$ cat src/rtl/fetch_stage_pkg.sv
`default_nettype none
// ============================================================================
// Module      : mips_fetch_pkg
// Description : Shared types and constants for the MIPS instruction fetch
//               stage: fetch FSM state encoding, PC width, opcode field
//               position, default NOP word and a word-alignment helper.
// Revision    : 1.0 - initial release
// ============================================================================
package mips_fetch_pkg;

    localparam int PC_W   = 32;
    localparam int OP_MSB = 31;
    localparam int OP_LSB = 26;

    localparam logic [PC_W-1:0] NOP_INSTR_DEF = 32'h0000_0000;
    localparam logic [PC_W-1:0] RESET_PC_DEF  = 32'h0000_0000;

    // IDLE : one idle cycle after reset release
    // REQ  : request outstanding to the current PC
    // DROP : request outstanding to a stale address whose data is discarded
    // WAIT : output register and skid both full, no request
    typedef enum logic [1:0] {
        IDLE = 2'd0,
        REQ  = 2'd1,
        DROP = 2'd2,
        WAIT = 2'd3
    } fetch_state_t;

    function automatic logic [PC_W-1:0] align_word(input logic [PC_W-1:0] a);
        return a & 32'hFFFF_FFFC;
    endfunction

endpackage
`default_nettype wire

$ cat src/rtl/fetch_stage_if.sv
`default_nettype none
// ============================================================================
// Module      : fetch_stage_if
// Description : Instruction-memory request/ready bus between the fetch stage
//               (master) and instruction memory (slave).
//   imem_req   : fetch request, held with stable imem_addr until imem_ready
//   imem_addr  : word-aligned fetch address
//   imem_ready : data returned this cycle
//   imem_rdata : instruction word, valid with imem_ready
// Revision    : 1.0 - initial release
// ============================================================================
interface fetch_stage_if;

    logic        imem_req;
    logic [31:0] imem_addr;
    logic        imem_ready;
    logic [31:0] imem_rdata;

    modport master (
        output imem_req,
        output imem_addr,
        input  imem_ready,
        input  imem_rdata
    );

    modport slave (
        input  imem_req,
        input  imem_addr,
        output imem_ready,
        output imem_rdata
    );

endinterface
`default_nettype wire

$ cat src/rtl/fetch_stage_skid.sv
`default_nettype none
// ============================================================================
// Module      : fetch_skid
// Description : One-entry skid register holding a fetched instruction and its
//               PC+4 while the IF/ID output register is stalled.
//   clk, rst_n       : clock, asynchronous active-low reset
//   i_load           : capture i_instr / i_pc4, mark entry valid
//   i_drain          : entry moved downstream, mark empty
//   i_clear          : flush, mark empty (highest priority)
//   o_valid          : entry holds a word
//   o_instr, o_pc4   : held word and its PC+4
// Revision    : 1.0 - initial release
// ============================================================================
module fetch_skid
    import mips_fetch_pkg::*;
#(
    parameter logic [PC_W-1:0] NOP_INSTR = NOP_INSTR_DEF
) (
    input  logic            clk,
    input  logic            rst_n,
    input  logic            i_load,
    input  logic            i_drain,
    input  logic            i_clear,
    input  logic [31:0]     i_instr,
    input  logic [PC_W-1:0] i_pc4,
    output logic            o_valid,
    output logic [31:0]     o_instr,
    output logic [PC_W-1:0] o_pc4
);

    logic            r_valid;
    logic [31:0]     r_instr;
    logic [PC_W-1:0] r_pc4;

    always_ff @(posedge clk or negedge rst_n) begin
        if (!rst_n) begin
            r_valid <= 1'b0;
            r_instr <= NOP_INSTR;
            r_pc4   <= '0;
        end else if (i_clear) begin
            r_valid <= 1'b0;
        end else if (i_load) begin
            r_valid <= 1'b1;
            r_instr <= i_instr;
            r_pc4   <= i_pc4;
        end else if (i_drain) begin
            r_valid <= 1'b0;
        end
    end

    assign o_valid = r_valid;
    assign o_instr = r_instr;
    assign o_pc4   = r_pc4;

endmodule
`default_nettype wire

$ cat src/rtl/fetch_stage.sv
`default_nettype none
// ============================================================================
// Module      : fetch_stage
// Description : MIPS instruction fetch stage. Holds the PC, issues requests to
//               instruction memory, registers fetched words into the IF/ID
//               output register and honours decode stall and branch/jump
//               redirect.
//   clk, rst_n        : clock, asynchronous active-low reset
//   imem              : instruction-memory bus (master side)
//   i_stall           : decode cannot accept this cycle
//   i_redirect_valid  : flush and refetch from i_redirect_pc
//   i_redirect_pc     : redirect target, low two bits ignored
//   o_if_instr        : IF/ID instruction (NOP_INSTR when invalid)
//   o_if_op           : o_if_instr[31:26], decoder op input
//   o_if_pc4          : PC of o_if_instr plus 4
//   o_if_valid        : o_if_instr holds a live instruction
// Revision    : 1.0 - initial release
// ============================================================================
module fetch_stage
    import mips_fetch_pkg::*;
#(
    parameter logic [PC_W-1:0] RESET_PC  = RESET_PC_DEF,
    parameter logic [PC_W-1:0] NOP_INSTR = NOP_INSTR_DEF
) (
    input  logic                 clk,
    input  logic                 rst_n,
    fetch_stage_if.master        imem,
    input  logic                 i_stall,
    input  logic                 i_redirect_valid,
    input  logic [PC_W-1:0]      i_redirect_pc,
    output logic [31:0]          o_if_instr,
    output logic [OP_MSB-OP_LSB:0] o_if_op,
    output logic [PC_W-1:0]      o_if_pc4,
    output logic                 o_if_valid
);

    fetch_state_t    r_state;
    logic [PC_W-1:0] r_pc;
    logic [PC_W-1:0] r_drop_addr;
    logic [31:0]     r_if_instr;
    logic [PC_W-1:0] r_if_pc4;
    logic            r_if_valid;

    logic            w_consume;
    logic            w_out_free;
    logic            w_accept;
    logic            w_load_fetch;
    logic            w_skid_load;
    logic            w_skid_drain;
    logic            w_skid_valid;
    logic [31:0]     w_skid_instr;
    logic [PC_W-1:0] w_skid_pc4;
    logic [PC_W-1:0] w_pc_plus4;
    logic [PC_W-1:0] w_redirect_target;

    assign w_consume         = r_if_valid & ~i_stall;
    assign w_out_free        = ~r_if_valid | ~i_stall;
    // A word is only taken from memory in REQ; redirect discards it.
    assign w_accept          = (r_state == REQ) & imem.imem_ready & ~i_redirect_valid;
    assign w_load_fetch      = w_accept & w_out_free;
    assign w_skid_load       = w_accept & ~w_out_free;
    assign w_skid_drain      = w_skid_valid & w_consume & ~i_redirect_valid;
    assign w_pc_plus4        = r_pc + 32'd4;
    assign w_redirect_target = align_word(i_redirect_pc);

    fetch_skid #(
        .NOP_INSTR (NOP_INSTR)
    ) u_skid (
        .clk     (clk),
        .rst_n   (rst_n),
        .i_load  (w_skid_load),
        .i_drain (w_skid_drain),
        .i_clear (i_redirect_valid),
        .i_instr (imem.imem_rdata),
        .i_pc4   (w_pc_plus4),
        .o_valid (w_skid_valid),
        .o_instr (w_skid_instr),
        .o_pc4   (w_skid_pc4)
    );

    always_ff @(posedge clk or negedge rst_n) begin
        if (!rst_n) begin
            r_state     <= IDLE;
            r_pc        <= align_word(RESET_PC);
            r_drop_addr <= align_word(RESET_PC);
            r_if_instr  <= NOP_INSTR;
            r_if_pc4    <= '0;
            r_if_valid  <= 1'b0;
        end else if (i_redirect_valid) begin
            r_if_valid <= 1'b0;
            r_if_instr <= NOP_INSTR;
            r_pc       <= w_redirect_target;
            case (r_state)
                // Memory still owes us a word for the old address: keep the
                // request alive on that address and throw the data away.
                REQ: begin
                    if (!imem.imem_ready) begin
                        r_drop_addr <= r_pc;
                        r_state     <= DROP;
                    end
                end
                DROP: begin
                    if (imem.imem_ready) begin
                        r_state <= REQ;
                    end
                end
                default: r_state <= REQ;
            endcase
        end else begin
            if (w_load_fetch) begin
                r_if_instr <= imem.imem_rdata;
                r_if_pc4   <= w_pc_plus4;
                r_if_valid <= 1'b1;
            end else if (w_skid_drain) begin
                r_if_instr <= w_skid_instr;
                r_if_pc4   <= w_skid_pc4;
                r_if_valid <= 1'b1;
            end else if (w_consume) begin
                r_if_instr <= NOP_INSTR;
                r_if_valid <= 1'b0;
            end

            case (r_state)
                IDLE: r_state <= REQ;
                REQ: begin
                    if (imem.imem_ready) begin
                        r_pc <= w_pc_plus4;
                        if (!w_out_free) begin
                            r_state <= WAIT;
                        end
                    end
                end
                DROP: begin
                    if (imem.imem_ready) begin
                        r_state <= REQ;
                    end
                end
                WAIT: begin
                    if (w_skid_drain) begin
                        r_state <= REQ;
                    end
                end
                default: r_state <= IDLE;
            endcase
        end
    end

    // Decoded from the state register only, so reset removes the request
    // immediately.
    assign imem.imem_req  = (r_state == REQ) || (r_state == DROP);
    assign imem.imem_addr = (r_state == DROP) ? r_drop_addr : r_pc;

    assign o_if_instr = r_if_instr;
    assign o_if_op    = r_if_instr[OP_MSB:OP_LSB];
    assign o_if_pc4   = r_if_pc4;
    assign o_if_valid = r_if_valid;

endmodule
`default_nettype wire
$ cat src/flat_wrapper.sv
// flat-port wrapper written by rule: the top's interface ports become plain ports
module fetch_stage_flat import mips_fetch_pkg::*;
#(
    parameter logic [PC_W-1:0] RESET_PC  = RESET_PC_DEF,
    parameter logic [PC_W-1:0] NOP_INSTR = NOP_INSTR_DEF
)
  (clk, rst_n, i_stall, i_redirect_valid, i_redirect_pc, o_if_instr, o_if_op, o_if_pc4, o_if_valid, imem_imem_req, imem_imem_addr, imem_imem_ready, imem_imem_rdata);
  fetch_stage_if imem_i ();
  input  logic clk;
  input  logic rst_n;
  input  logic i_stall;
  input  logic i_redirect_valid;
  input  logic [PC_W-1:0] i_redirect_pc;
  output logic [31:0] o_if_instr;
  output logic [OP_MSB-OP_LSB:0] o_if_op;
  output logic [PC_W-1:0] o_if_pc4;
  output logic o_if_valid;
  output wire logic [$bits(imem_i.imem_req)-1:0] imem_imem_req;
  output wire logic [$bits(imem_i.imem_addr)-1:0] imem_imem_addr;
  input wire logic [$bits(imem_i.imem_ready)-1:0] imem_imem_ready;
  input wire logic [$bits(imem_i.imem_rdata)-1:0] imem_imem_rdata;
  assign imem_imem_req = imem_i.imem_req;
  assign imem_imem_addr = imem_i.imem_addr;
  assign imem_i.imem_ready = imem_imem_ready;
  assign imem_i.imem_rdata = imem_imem_rdata;
  fetch_stage #(.RESET_PC(RESET_PC), .NOP_INSTR(NOP_INSTR)) u_core (.clk(clk), .rst_n(rst_n), .imem(imem_i), .i_stall(i_stall), .i_redirect_valid(i_redirect_valid), .i_redirect_pc(i_redirect_pc), .o_if_instr(o_if_instr), .o_if_op(o_if_op), .o_if_pc4(o_if_pc4), .o_if_valid(o_if_valid));
endmodule
$ cat config.mk
export PLATFORM = sky130hd
export DESIGN_NAME = fetch_stage_flat
export DESIGN_NICKNAME = d
export VERILOG_FILES = /design/src/rtl/fetch_stage_pkg.sv /design/src/rtl/fetch_stage_if.sv /design/src/rtl/fetch_stage_skid.sv /design/src/rtl/fetch_stage.sv /design/src/flat_wrapper.sv
export SDC_FILE = /design/constraint.sdc
export NUM_CORES = 1
export LEC_CHECK = 0
export CAP_MARGIN = 10
export CORE_UTILIZATION = 58
export CTS_CLUSTER_SIZE = 14
export DETAILED_ROUTE_END_ITERATION = 10
export PLACE_DENSITY_LB_ADDON = 0.08
export SLEW_MARGIN = 10
export SYNTH_ARGS = -nofsm -noshare
export SYNTH_HDL_FRONTEND = slang
export SYNTH_HIERARCHICAL = 1
export SYNTH_SLANG_ARGS = --single-unit
$ cat constraint.sdc
create_clock -name clk -period 5.2 [get_ports clk]
set_input_delay 1.56 -clock clk [delete_from_list [all_inputs] [get_ports clk]]
set_output_delay 1.56 -clock clk [all_outputs]
set_load 0.03 [all_outputs]
==> results of run 1 <==
## metal layers
metal	vias up	wire length (µm)	global-route usage [%]	part of all wire [%]
li1	3350	-	-	-
met1	3636	10370	38.81	45
met2	277	10900	43.03	48
met3	34	1260	4.998	5.5
met4	0	404	9.432	1.8
met5	-	0	0	0
## critical path, cell delays in order (launching register included)
cell,delay [ns]
dfrtp_1,0.40
inv_1,0.08
ha_1,0.19
buf_4,0.26
o21ai_0,0.43
clkdlybuf4s50_1,0.76
## power by group
part           switching [W]  total (W)  internal [W]
Sequential          0.000299    0.00224       0.00194
Clock               0.000564    0.00140      0.000834
Combinational        0.00110    0.00210       0.00101
Total                0.00196    0.00575       0.00379
## state kept, by name, indices dropped and copies added, names as in the netlist, 2 cells and up
register / count
u_core/o_if_instr: 32
u_core/o_if_pc4: 32
u_core/r_drop_addr: 30
u_core/r_pc: 30
u_core/r_state: 2
u_core/u_skid/o_instr: 32
u_core/u_skid/o_pc4: 32
## placed cells by master, fill, tap and decap left out, drive strengths merged, types with 14 or more instances in the layout
master	instances
buf	14
a211oi	17
mux2	116
o31ai	19
and3	37
nand4	18
nor2	34
clkbuf	20
mux2i	17
a221o	32
or3	14
a31oi	33
dfrtp	192
o21ai	33
or4	24
nand2	62
clkdlybuf4s50	167
nor2b	17
## through the flow
stage / utilization [%] / std cells / cell area (µm²)
2_1_floorplan: - / 858 / 9798
3_3_place_gp: 68.86 / 1168 / 11380
3_5_place_dp: 68.86 / 1168 / 11380
4_1_cts: 72.71 / 1200 / 12020
5_1_grt: 72.71 / 1200 / 12020
6_report: 72.71 / 1200 / 12020
## cell type report
class,count,share of cell area (%)
inverter,10,0.3124
sequential,192,39.99
tap,220,2.291
clock inverter,12,1.500
timing repair buffer,181,15.03
clock buffer,20,3.801
multi-input combinational,565,37.08
## path summary, 6_finish.rpt
| kind | cells after the start | start | to |
|---|---|---|---|
| worst max-delay path | 5 | u_core/r_state[0] | imem_imem_addr[2] |
| worst min-delay path | 2 | u_core/r_drop_addr[16] | u_core/r_drop_addr[16] |
| worst max register to register | 6 | u_core/r_pc[2] | u_core/u_skid/o_pc4[30] |
| worst min register to register | 2 | u_core/r_drop_addr[16] | u_core/r_drop_addr[16] |
| max in group asynchronous | 2 | rst_n | u_core/u_skid/o_instr[6] |
| min in group asynchronous | 1 | rst_n | u_core/o_if_instr[17] |
## cell families (layout without fill, tap and decap cells)
group | after synthesis | count (layout) | synth area share, %
other | 1 | 4 | 0.03832
AO/OA/AOI/OAI | 159 | 159 | 11.74
XOR/XNOR | 22 | 22 | 1.969
flip-flops | 192 | 192 | 49.09
multiplexers | 133 | 133 | 17.39
buffers and inverters | 101 | 223 | 5.791
AND/OR/NAND/NOR | 243 | 243 | 13.47
adder cells (fa/ha/maj) | 4 | 4 | 0.5114
==> impl_metrics.csv, run 1 <==
group,metric,value,unit
routing,ant_nets,0,
floorplan,coreArea,16520,µm²
logic_synthesis,netlist.area_leader.share,49.09,%
logic_synthesis,synth_common_cells,"192 x dfrtp_1, 62 x nand2_1, 60 x mux2_4, 56 x mux2_2, 46 x clkbuf_1",
layout,seqCellArea,4805,µm²
cts,holdBufCountCts,0,
logic_synthesis,yosysSeqAreaShare,49.09,%
timing,finalHoldViolCount,0,
routing,drtIter0Drc,454,
floorplan,die_area,17400,µm²
timing,fin_skew,0.005946,ns
cts,ctsLongestPathBuffers,2,
run,cap_violations,0,
routing,num_vias,7297,
layout,syn2layout_area_growth,22.77,%
critical_path,required,3.64,ns
placed_design,gp_congestion,0.8607,
critical_path,critPathArrivalTime,2.56,ns
critical_path,critPathCaptureType,"output pin",
min_path,hp-class,"register to register",
critical_path,r2r_slack,2.06,ns
timing,timing.fmax,242.9,MHz
layout,drive_gt1_share,17.24,%
timing,finalSetupTns,0,ns
floorplan,io_pins,173,
placed_design,place_ws,1.192,ns
timing,relSlewSlack,25.37,%
cts,clock-sinks,192,
critical_path,start_kind,"register",
cts,ctsResizeCount,0,
power,ir_drop,0.0002974,V
logic_synthesis,synth.most_common_cell,"dfrtp_1",
power,p_per_area,478.2,nW/µm²
cts,path_clk_slew,0.07,ns
logic_synthesis,synth_edf_count,0,
grt,grt-ovfl-total,0,
timing,fin_crit,4.117,ns
grt,grt_pass1_wl,38.29,mm
power,leakagePower,5.165,nW
cts,clock_insertion_delay_worst_skew,0.42,ns
logic_synthesis,syn_area_per_cell,11.45,µm²
placed_design,hpwl,15.31,mm
timing,setup_viol,0,
routing,drc,0,
placed_design,port-buffer-count,168,
floorplan,initial_core_util,59.23,%
routing,via_per_inst,6.081,
routing,dr.pass1.iters,5,
timing,finalMaxSlewViolations,0,
critical_path,path_max_fanout,36,
layout,fillers,1173,
routing,wl,22.93,mm
outcome,status,"complete, no violations",
timing,worst_pin_slew,1.116,ns
logic_synthesis,ys_seq_elements,192,
logic_synthesis,ys_warn_count,6,
grt,antenna_found_initial,0,
layout,multi_input_area,4456,µm²
timing,whs,0.4937,ns
floorplan,fp.dieW,131.9,µm
grt,grt.total_usage,27.53,%
logic_synthesis,synth.area.top_cells,"dfrtp_1 49%, mux2_4 9.2%, mux2_2 6.4%, a221o_1 3.3%, nand2_1 2.4%",
cts,cts_setup_buffers,0,
logic_synthesis,synth_area,9787,µm²
grt,grt_max_degree,107,
layout,antenna_cells,0,
logic_synthesis,synth_async_sr_flop_share,100.0,%
floorplan,dieHeight,131.9,µm
floorplan,rows,47,
timing,rsz0062_at_grt,"false",
logic_synthesis,yosys.area.top_type,"dfrtp_1",
logic_synthesis,synth_ff_type,"dfrtp_1",
timing,min_period_over_period,79.16,%
cts,numCtsBuffers,17,
routing,wl_per_cell,19.11,µm
cts,cts-htree-levels,4,
critical_path,path_class,"register to output pin",
cts,cts_tree,"done",
cts,cts-root-buf,"clkbuf_16",
timing,fin_ws,1.083,ns
logic_synthesis,ys_types,49,
logic_synthesis,syn_inst,855,
power,finalPower,0.005746,W
grt,grt_pass1_vias,7296,
layout,nets,1040,
Power figures use the tool's default switching activity.
==> run 2, diff against run 1 <==
- CORE_UTILIZATION: 58 -> 48
- clock period: 5.2 -> 3.66 ns (I/O delays scaled with it)
==> run 2 against run 1 <==
Net effect: worst setup slack got worse by 0.96 ns; clock power increased by 39%; routed wire length grew 1.9%; critical path type unchanged; via count is 1.7% lower.
==> impl_metrics.csv, run 2 (synthesis gave the netlist of run 1 again) <==
group,metric,value,unit
routing,dr.pass1.iters,4,
layout,final_cell_mix,"192 x dfrtp_1, 154 x clkdlybuf4s50_1, 62 x nand2_1, 60 x mux2_4, 56 x mux2_2",
placed_design,place_ws,0.3430,ns
placed_design,hpwl,15.73,mm
grt,grt.total_usage,23.23,%
cts,clock_insertion_delay_worst_skew,0.44,ns
cts,holdBufCountCts,0,
cts,cts-root-buf,"clkbuf_16",
cts,cts-htree-levels,4,
grt,antenna_found_initial,0,
timing,fin_crit,3.536,ns
critical_path,ff2ff_path_depth,5,
grt,grt_pass1_wl,37.55,mm
grt,grt_max_degree,93,
layout,syn2layout_area_growth,24.16,%
min_path,hold_start,"u_core/r_drop_addr[18]",
timing,fin_ws,0.1241,ns
timing,finalSetupTns,0,ns
layout,antenna_cells,0,
floorplan,die_area,20960,µm²
run,cap_violations,0,
cts,ctsLongestPathBuffers,2,
placed_design,port-buffer-count,168,
layout,drive_gt1_share,19.17,%
floorplan,io_pins,173,
timing,fin_skew,0.01460,ns
critical_path,r2r_end,"u_core/u_skid/o_pc4[27]",
min_path,whs_path_depth,2,
routing,drtIter0Drc,423,
grt,grt_pass1_vias,7166,
power,p_per_area,670.5,nW/µm²
grt,grt-ovfl-total,0,
critical_path,start_kind,"register",
floorplan,rows,51,
timing,setup_viol,0,
timing,relSlewSlack,59.29,%
min_path,hp-class,"register to register",
floorplan,initial_core_util,49.64,%
cts,path_clk_slew,0.07,ns
critical_path,path_class,"register to output pin",
timing,min_period_over_period,96.61,%
timing,worst_pin_slew,0.6050,ns
routing,wl,23.37,mm
critical_path,required,2.56,ns
outcome,status,"complete, no violations",
cts,cts_tree,"done",
layout,mostFrequentLayoutCell,"dfrtp_1",
power,ir_drop,0.0003606,V
critical_path,critPathArrivalTime,2.44,ns
critical_path,worstReg2RegStart,"u_core/r_pc[2]",
layout,nets,1046,
min_path,min_to,"u_core/r_drop_addr[18]",
routing,wl_per_cell,18.68,µm
critical_path,r2r_slack,1.11,ns
cts,cts_setup_buffers,0,
floorplan,fp.dieW,144.8,µm
routing,ant_nets,0,
placed_design,post_dp_cell_area,11530,µm²
floorplan,coreArea,19720,µm²
placed_design,gp_congestion,0.8123,
routing,via_per_inst,5.733,
cts,clock-sinks,192,
cts,ctsResizeCount,0,
routing,num_vias,7172,
timing,timing.fmax,282.8,MHz
timing,finalMaxSlewViolations,0,
critical_path,path_max_fanout,30,
floorplan,dieHeight,144.8,µm
critical_path,critPathCaptureType,"output pin",
layout,final_area,12150,µm²
power,leakagePower,5.225,nW
routing,drc,0,
cts,numCtsBuffers,17,
timing,rsz0062_at_grt,"false",
timing,finalHoldViolCount,0,
==> run 2: cell count changes in the layout (fill, tap and decap cells not counted), moves of 2 or more <==
| cell | delta |
|---|---|
| inv_6 | +2 |
| bufinv_16 | -2 |
| inv_8 | +6 |
| clkbuf_8 | -2 |
| buf_12 | +7 |
| clkinv_4 | -2 |
| buf_4 | +12 |
| clkdlybuf4s50_1 | -13 |
==> run 2: through the flow <==
step | utilization [%] | cells | hold slack (ns) | total power, W
finish | 61.63 | 1251 | 0.4863 | 0.008148
global route | 61.63 | 1251 | 0.5146 | 0.008573
CTS | 61.63 | 1251 | 0.4878 | 0.008217
detailed placement | 58.50 | 1219 | 0.4713 | 0.006246
global placement | 58.50 | 1219 | 0.4641 | 0.006137
floorplan | - | 858 | 0.4502 | 0.005063
==> run 2: where the power goes <==
part	internal, W	switching, W
Sequential	0.00276	0.000421
Clock	0.00105	0.000891
Combinational	0.00146	0.00157
Total	0.00527	0.00288
==> run 2: worst max-delay path by stage <==
stage | start | slack [ns] | cells past startpoint | endpoint
floorplan | u_core/r_state[0] | 0.85 | 5 | imem_imem_addr[15]
global placement | imem_imem_ready | 0.41 | 5 | u_core/r_pc[26]
detailed placement | imem_imem_ready | 0.34 | 5 | u_core/r_pc[26]
CTS | u_core/r_state[0] | 0.10 | 5 | imem_imem_addr[7]
global route | u_core/r_state[0] | 0.03 | 5 | imem_imem_addr[8]
finish | u_core/r_state[0] | 0.12 | 5 | imem_imem_addr[8]
==> run 2: worst max-delay path, cell delays in order (launching register included) <==
cell and delay, ns:
dfrtp_1 0.42, inv_1 0.09, ha_1 0.15, buf_4 0.35, mux2_2 0.41, clkdlybuf4s50_1 0.60
==> run 2: final cells by class <==
cell class                      instances  area (µm²)
Fill cell                            1572        7566
Clock buffer                           17       425.4
Inverter                               10       37.54
Timing Repair Buffer                  187        1906
Sequential cell                       192        4805
Clock inverter                         15       191.4
Tap cell                              265       331.6
Multi-Input combinational cell        565        4456
==> run 2: metal layers <==
metal  wire, µm  share of wire, %  GRT usage [%]  vias up
li1           -                 -              -     3366
met1      10900                47          31.99     3539
met3       1406               6.0          4.705       22
met5          0                 0              0        -
met4        323               1.4          6.814        0
met2      10740                46          36.97      245
